===== config.mk =====
export PLATFORM = sky130hd
export DESIGN_NAME = register_loader
export DESIGN_NICKNAME = d
export VERILOG_FILES = /design/src/rtl/minicpu_pkg.sv /design/src/rtl/out_fifo.sv /design/src/rtl/register_loader.sv
export SDC_FILE = /design/constraint.sdc
export NUM_CORES = 1
export LEC_CHECK = 0
export CAP_MARGIN = 0
export CORE_ASPECT_RATIO = 1.25
export CORE_MARGIN = 2
export CORE_UTILIZATION = 37
export DETAILED_ROUTE_END_ITERATION = 8
export GPL_TIMING_DRIVEN = 0
export MAX_ROUTING_LAYER = met4
export PLACE_DENSITY = 0.78
export SLEW_MARGIN = 20
export SYNTH_ARGS = -nofsm -noshare
export SYNTH_HDL_FRONTEND = slang
export SYNTH_SLANG_ARGS = --single-unit
export TNS_END_PERCENT = 30

===== constraint.sdc =====
create_clock -name clk -period 0.9 [get_ports clk]
set_input_delay 0.09 -clock clk [delete_from_list [all_inputs] [get_ports clk]]
set_output_delay 0.09 -clock clk [all_outputs]
set_load 0.005 [all_outputs]

===== src/rtl/minicpu_pkg.sv =====
// Shared types for the mini CPU datapath.
// Destination select encoding and default data width.
package minicpu_pkg;

  localparam int DATA_W = 4;

  typedef enum logic [1:0] {
    LD_A   = 2'b00,
    LD_B   = 2'b01,
    LD_OUT = 2'b10,
    LD_PC  = 2'b11
  } ld_sel_e;

endpackage


===== src/rtl/out_fifo.sv =====
// Small power-of-two FIFO buffering OUT writes toward the consumer.
// head reads 0 when empty; pop while empty is ignored.
module out_fifo #(
  parameter int WIDTH = 4,
  parameter int DEPTH = 2
) (
  input  logic             clk,
  input  logic             n_reset,
  input  logic             push,
  input  logic             pop,
  input  logic [WIDTH-1:0] din,
  output logic             full,
  output logic             empty,
  output logic [WIDTH-1:0] head
);

  localparam int AW = $clog2(DEPTH);

  logic [WIDTH-1:0] mem [DEPTH];
  logic [AW-1:0]    wr_ptr;
  logic [AW-1:0]    rd_ptr;
  logic [AW:0]      cnt;
  logic             do_push;
  logic             do_pop;

  assign empty   = (cnt == '0);
  assign full    = (cnt == (AW+1)'(DEPTH));
  assign do_pop  = pop && !empty;
  assign do_push = push && (!full || do_pop);
  assign head    = empty ? '0 : mem[rd_ptr];

  always_ff @(posedge clk or negedge n_reset) begin
    if (!n_reset) begin
      wr_ptr <= '0;
      rd_ptr <= '0;
      cnt    <= '0;
    end else begin
      if (do_push) wr_ptr <= wr_ptr + AW'(1);
      if (do_pop)  rd_ptr <= rd_ptr + AW'(1);
      case ({do_push, do_pop})
        2'b10:   cnt <= cnt + (AW+1)'(1);
        2'b01:   cnt <= cnt - (AW+1)'(1);
        default: cnt <= cnt;
      endcase
    end
  end

  // Storage needs no reset: cnt gates every read.
  always_ff @(posedge clk) begin
    if (do_push) mem[wr_ptr] <= din;
  end

endmodule


===== src/rtl/register_loader.sv =====
// Destination decode and load for A, B, OUT and PC; owns PC increment.
// OUT_FIFO_EN: buffer OUT writes in out_fifo, else a single pulsed register.
module register_loader
  import minicpu_pkg::*;
#(
  parameter int WIDTH     = DATA_W,
  parameter int OUT_DEPTH = 2
) (
  input  logic             clk,
  input  logic             n_reset,
  input  logic             ld_en,
  input  logic [1:0]       ld_sel,
  input  logic [WIDTH-1:0] ld_data,
  input  logic             pc_inc,
  output logic [WIDTH-1:0] reg_a,
  output logic [WIDTH-1:0] reg_b,
  output logic [WIDTH-1:0] pc,
  output logic [WIDTH-1:0] out_data,
  output logic             out_valid,
  input  logic             out_ready,
  output logic             stall
);

  logic we_a;
  logic we_b;
  logic we_out;
  logic we_pc;

  always_comb begin
    we_a   = 1'b0;
    we_b   = 1'b0;
    we_out = 1'b0;
    we_pc  = 1'b0;
    if (ld_en) begin
      case (ld_sel_e'(ld_sel))
        LD_A:    we_a   = 1'b1;
        LD_B:    we_b   = 1'b1;
        LD_OUT:  we_out = 1'b1;
        LD_PC:   we_pc  = 1'b1;
        default: ;
      endcase
    end
  end

  always_ff @(posedge clk or negedge n_reset) begin
    if (!n_reset) begin
      reg_a <= '0;
      reg_b <= '0;
      pc    <= '0;
    end else begin
      if (we_a) reg_a <= ld_data;
      if (we_b) reg_b <= ld_data;
      if (we_pc)
        pc <= ld_data;
      else if (pc_inc && !stall)
        pc <= pc + WIDTH'(1);
    end
  end

`ifdef OUT_FIFO_EN
  logic full;
  logic empty;
  logic push;
  logic pop;

  // A same-cycle pop frees the slot, so a full FIFO only stalls without ready.
  assign stall     = we_out && full && !out_ready;
  assign push      = we_out && !stall;
  assign pop       = out_valid && out_ready;
  assign out_valid = !empty;

  out_fifo #(
    .WIDTH (WIDTH),
    .DEPTH (OUT_DEPTH)
  ) u_out_fifo (
    .clk     (clk),
    .n_reset (n_reset),
    .push    (push),
    .pop     (pop),
    .din     (ld_data),
    .full    (full),
    .empty   (empty),
    .head    (out_data)
  );
`else
  localparam int unused_depth = OUT_DEPTH;
  logic unused_ready;

  assign unused_ready = out_ready;
  assign stall        = 1'b0;

  always_ff @(posedge clk or negedge n_reset) begin
    if (!n_reset) begin
      out_data  <= '0;
      out_valid <= 1'b0;
    end else begin
      out_valid <= we_out;
      if (we_out) out_data <= ld_data;
    end
  end
`endif

endmodule


==> flow_results.org, run 1 <==
** Status
- The run finished, with violations left.
- The final reports fail on negative setup slack.

** Drt
- For this block, the initial DRC count from the detailed router was 3.
- Via-to-Cell Ratio :: 4.85
- Across all layers, the routed design uses 529 vias.
- The count of nets left with antenna violations once routing finished came out at 0.
- Number of iterations in the first detailed-routing pass :: 4
- The routed design has between 1 and 1.5 mm of wire.
- DRC violation count after routing :: 0
- Routed wire per std cell :: 13.7 um

** Clock tree
- Num CTS Buffers :: 3
- TritonCTS built the clock tree.
- In this run the deepest clock path goes through 2 buffers.
- In this run, post-CTS hold repair placed 0 buffers.
- At the later pin of the worst-skew pair, clock insertion delay measures 0.28 ns.
- Root Buffer :: sky130_fd_sc_hd__clkbuf_4
- After clock tree synthesis, the clock-pin slew on the worst setup and hold paths is 0.09 ns.
- Number of clock sinks seen by CTS :: 17
- In this run the number of H-tree levels came out at 1.

** Die
- The die covers 2280 um2.
- Chip Height :: 52.9 um
- Starting density of the core :: 0.396
- Horiz. Die Dim :: 43.1 um
- The floorplan has 17 rows.
- Number of ports placed on the die boundary :: 29
- The floorplan step defined a core boundary enclosing ~1800 um2.

** Layout
- Multi-input logic area :: 290 um2
- Compared with the post-synthesis result, the final layout area differs by 45.6%.
- The number of antenna diodes in the final layout is 0.
- The sequential cells in the finished layout cover a total of between 400 and 500 um2.
- In the final design database the tool counted 103 nets.
- Fillcell total :: 161
- Post-Layout Cell Count :: 109
- Post-route standard cell area excluding fillers :: 1030 um2
- Proportion of layout cells with a drive suffix above 1 :: 0.489
- At the end of the flow the core is filled with cells to 0.577.

** Critical path
- Instance count on the critical path :: 5
- Startpoint of the worst register-to-register path :: pc[1]
- Cell class contributing the biggest share of worst-path delay :: flip-flops
- STA classifies the critical path startpoint as a flip-flop.
- The endpoint identified for the worst register-to-register timing path is pc[2].
- On the critical path, the stage with the largest delay is an instance of sky130_fd_sc_hd__dfrtp_1.
- The number of buffers and inverters on the critical path is 1.
- The worst setup path is captured at a flip-flop.
- STA puts the critical path data required time at 1.07 ns.
- The critical path is of the reg -> reg type.
- Worst reg2reg path depth :: 5
- Worst Setup EP :: pc[2]
- Arrival time of data at the critical path endpoint :: 1.23 ns
- Traced cell by cell, the critical path runs through buf_6 -> ha_4 -> nand2_2 -> xor2_1 -> a21oi_1.
- R2R Setup Slk :: -0.16 ns
- The most critical setup path has its startpoint at pc[1].
- Biggest fanout along the worst timing path :: 3
- Biggest cell delay along the critical path :: 0.40 ns

** Timing
- Setup repair after global routing could not meet its margin everywhere.
- The worst path in the final design needs a cycle of approximately 1.1 ns, including I/O delays and setup.
- Crit path setup slack, layout :: -0.163 ns
- F_max :: roughly 940 MHz
- Headroom to the max-slew limit came out at 0.510.
- Between clock sinks in the finished design, the worst skew comes to 0.00103 ns.
- In the final timing run, aggregate negative setup slack is -0.675 ns.
- For the pin with the worst max-slew slack, the measured transition is 0.733 ns.
- Final Hold Violating Endpoints :: 0
- Hold is met by 0.234 ns.
- Final Slew Violations :: 0
- Setup violations, final :: 6
- Dividing the final minimum period by the clock period gives 1.18.

** GRT
- Entering global routing, the biggest net connects 18 pins.
- The first global-routing pass estimated 2.37 mm of wire.
- The initial antenna violation count is 0.
- The number of global-route vias before repair was 537.
- Across every metal layer, demand over resource in global routing totals 0.145.
- For this run the aggregate overflow at the end of global routing stands at 0.

** Synthesis
- Synthesis-stage register bit count :: 17
- After synthesis the cells add up to approximately 710 um2.
- The share of synthesized area in the top cell type comes to 0.601.
- Mapped Nets :: 63
- After synthesis, the mean cell area works out to 13.9 um2.
- Fraction of the yosys area taken by sequential cells :: 0.601
- Post-synthesis async set-or-reset flop share :: 1.00
- Top cells by area, synth :: sky130_fd_sc_hd__dfrtp_1 (60%), sky130_fd_sc_hd__mux2_2 (19%), sky130_fd_sc_hd__a21oi_1 (2.8%)
- Counting every instance in the synthesized netlist gives 51.
- sky130_fd_sc_hd__dfrtp_1 takes more of the synthesized area than any other cell.
- The commonest cells after synthesis are sky130_fd_sc_hd__dfrtp_1 (17), sky130_fd_sc_hd__mux2_2 (12), sky130_fd_sc_hd__a21oi_1 (4), sky130_fd_sc_hd__nor2_1 (4).
- Count of synthesis-stage warnings from yosys :: 0
- For this run, the leading register cell type out of synthesis is sky130_fd_sc_hd__dfrtp_1.
- Number of unique standard cell types used by synthesis :: 16
- Counting flops with a built-in enable in the synthesized netlist gives 0.
- Most common cell in the netlist :: sky130_fd_sc_hd__dfrtp_1

** Power
- In this run the static leakage power is 0.493 nW.
- PwrDens :: 2300 nW/um2
- VDD sags by at most around 0.0012 V.
- PnR Total Power :: 2.37 mW

** Place
- DP Area :: a little under 1000 um2
- RD Place Congestion :: 0.677
- During placement, the flow inserted port buffers numbering 26.
- The number of placed instances, taps included, is 96.
- After legalization and detailed placement, the total HPWL measured 1.06 mm.
- Post-Place Setup Slack :: -0.517 ns

** Job
- Total of max-cap violations :: 0

** Worst hold path
- Worst min-delay path class :: in -> async
-- area by class of cell --
cell class | count | area share
inverter | 1 | 0.00364
timing repair buffer | 35 | 0.246
multi-input combinational | 32 | 0.282
tap | 19 | 0.0231
clock buffer | 4 | 0.0255
buffer | 1 | 0.00728
sequential | 17 | 0.413
-- metal layers --
layer | up-vias | wire, um | GRT usage
met5 | - | 0 | -
met4 | 0 | 19 | 0.0909
met3 | 2 | 52 | 0.0102
met2 | 13 | 776 | 0.241
met1 | 259 | 643 | 0.171
li1 | 255 | - | -
-- kinds of logic (layout without fill, tap and decap cells) --
group,count (synthesis),after routing,share of synthesized area
and+or+nand+nor,10,10,0.0901
xor gates and xnor gates,3,3,0.0371
muxes,13,13,0.205
other,1,1,0.00530
AOI/OAI and AO/OA,4,4,0.0283
adders and majority gates,1,1,0.0177
DFF,17,17,0.601
buffers and inverters,2,41,0.0159
-- cells in the final DEF (no fill, tap or decap), drive strengths merged, types with 2 or more instances in the layout --
cell and count:
buf 19, dfrtp 17, mux2 12, clkbuf 11
clkdlybuf4s50 6, nor2 4, a21oi 4, dlygate4sd2 4
nand3b 2, xor2 2
-- state kept, by name, summed over array words and instances, names as in the netlist --
register / count
out_valid: 1
pc: 4
reg_b: 4
reg_a: 4
out_data: 4
-- timing repair --
item	4_1_cts	5_1_grt
resized for setup	58	9
endpoints found under the hold margin	0	0
setup buffers	9	0
pin swaps	5	4
endpoints found under the setup margin	33	25
-- worst min-delay path by stage --
| stage | slack [ns] | cells after the start | to |
|---|---|---|---|
| finish | 0.23 | 1 | out_valid |
| global route | 0.32 | 1 | pc[3] |
| CTS | 0.27 | 1 | out_valid |
| detailed placement | 0.49 | 1 | out_data[0] |
| global placement | 0.49 | 1 | reg_b[1] |
| floorplan | -0.21 | 0 | out_data[0] |
-- power by group --
part	switching [mW]	internal, mW	total, mW	leakage, nW
logic	0.355	0.571	0.927	0.277
clock network	0.224	0.172	0.396	0.0150
registers	0.0950	0.954	1.05	0.201
(Power assumes the default switching activity.)
==> run 2, diff against run 1 <==
- HOLD_SLACK_MARGIN: unset -> 0.15
==> results of run 2 <==
No change in the layout: final DEF, timing and power equal those of run 1.
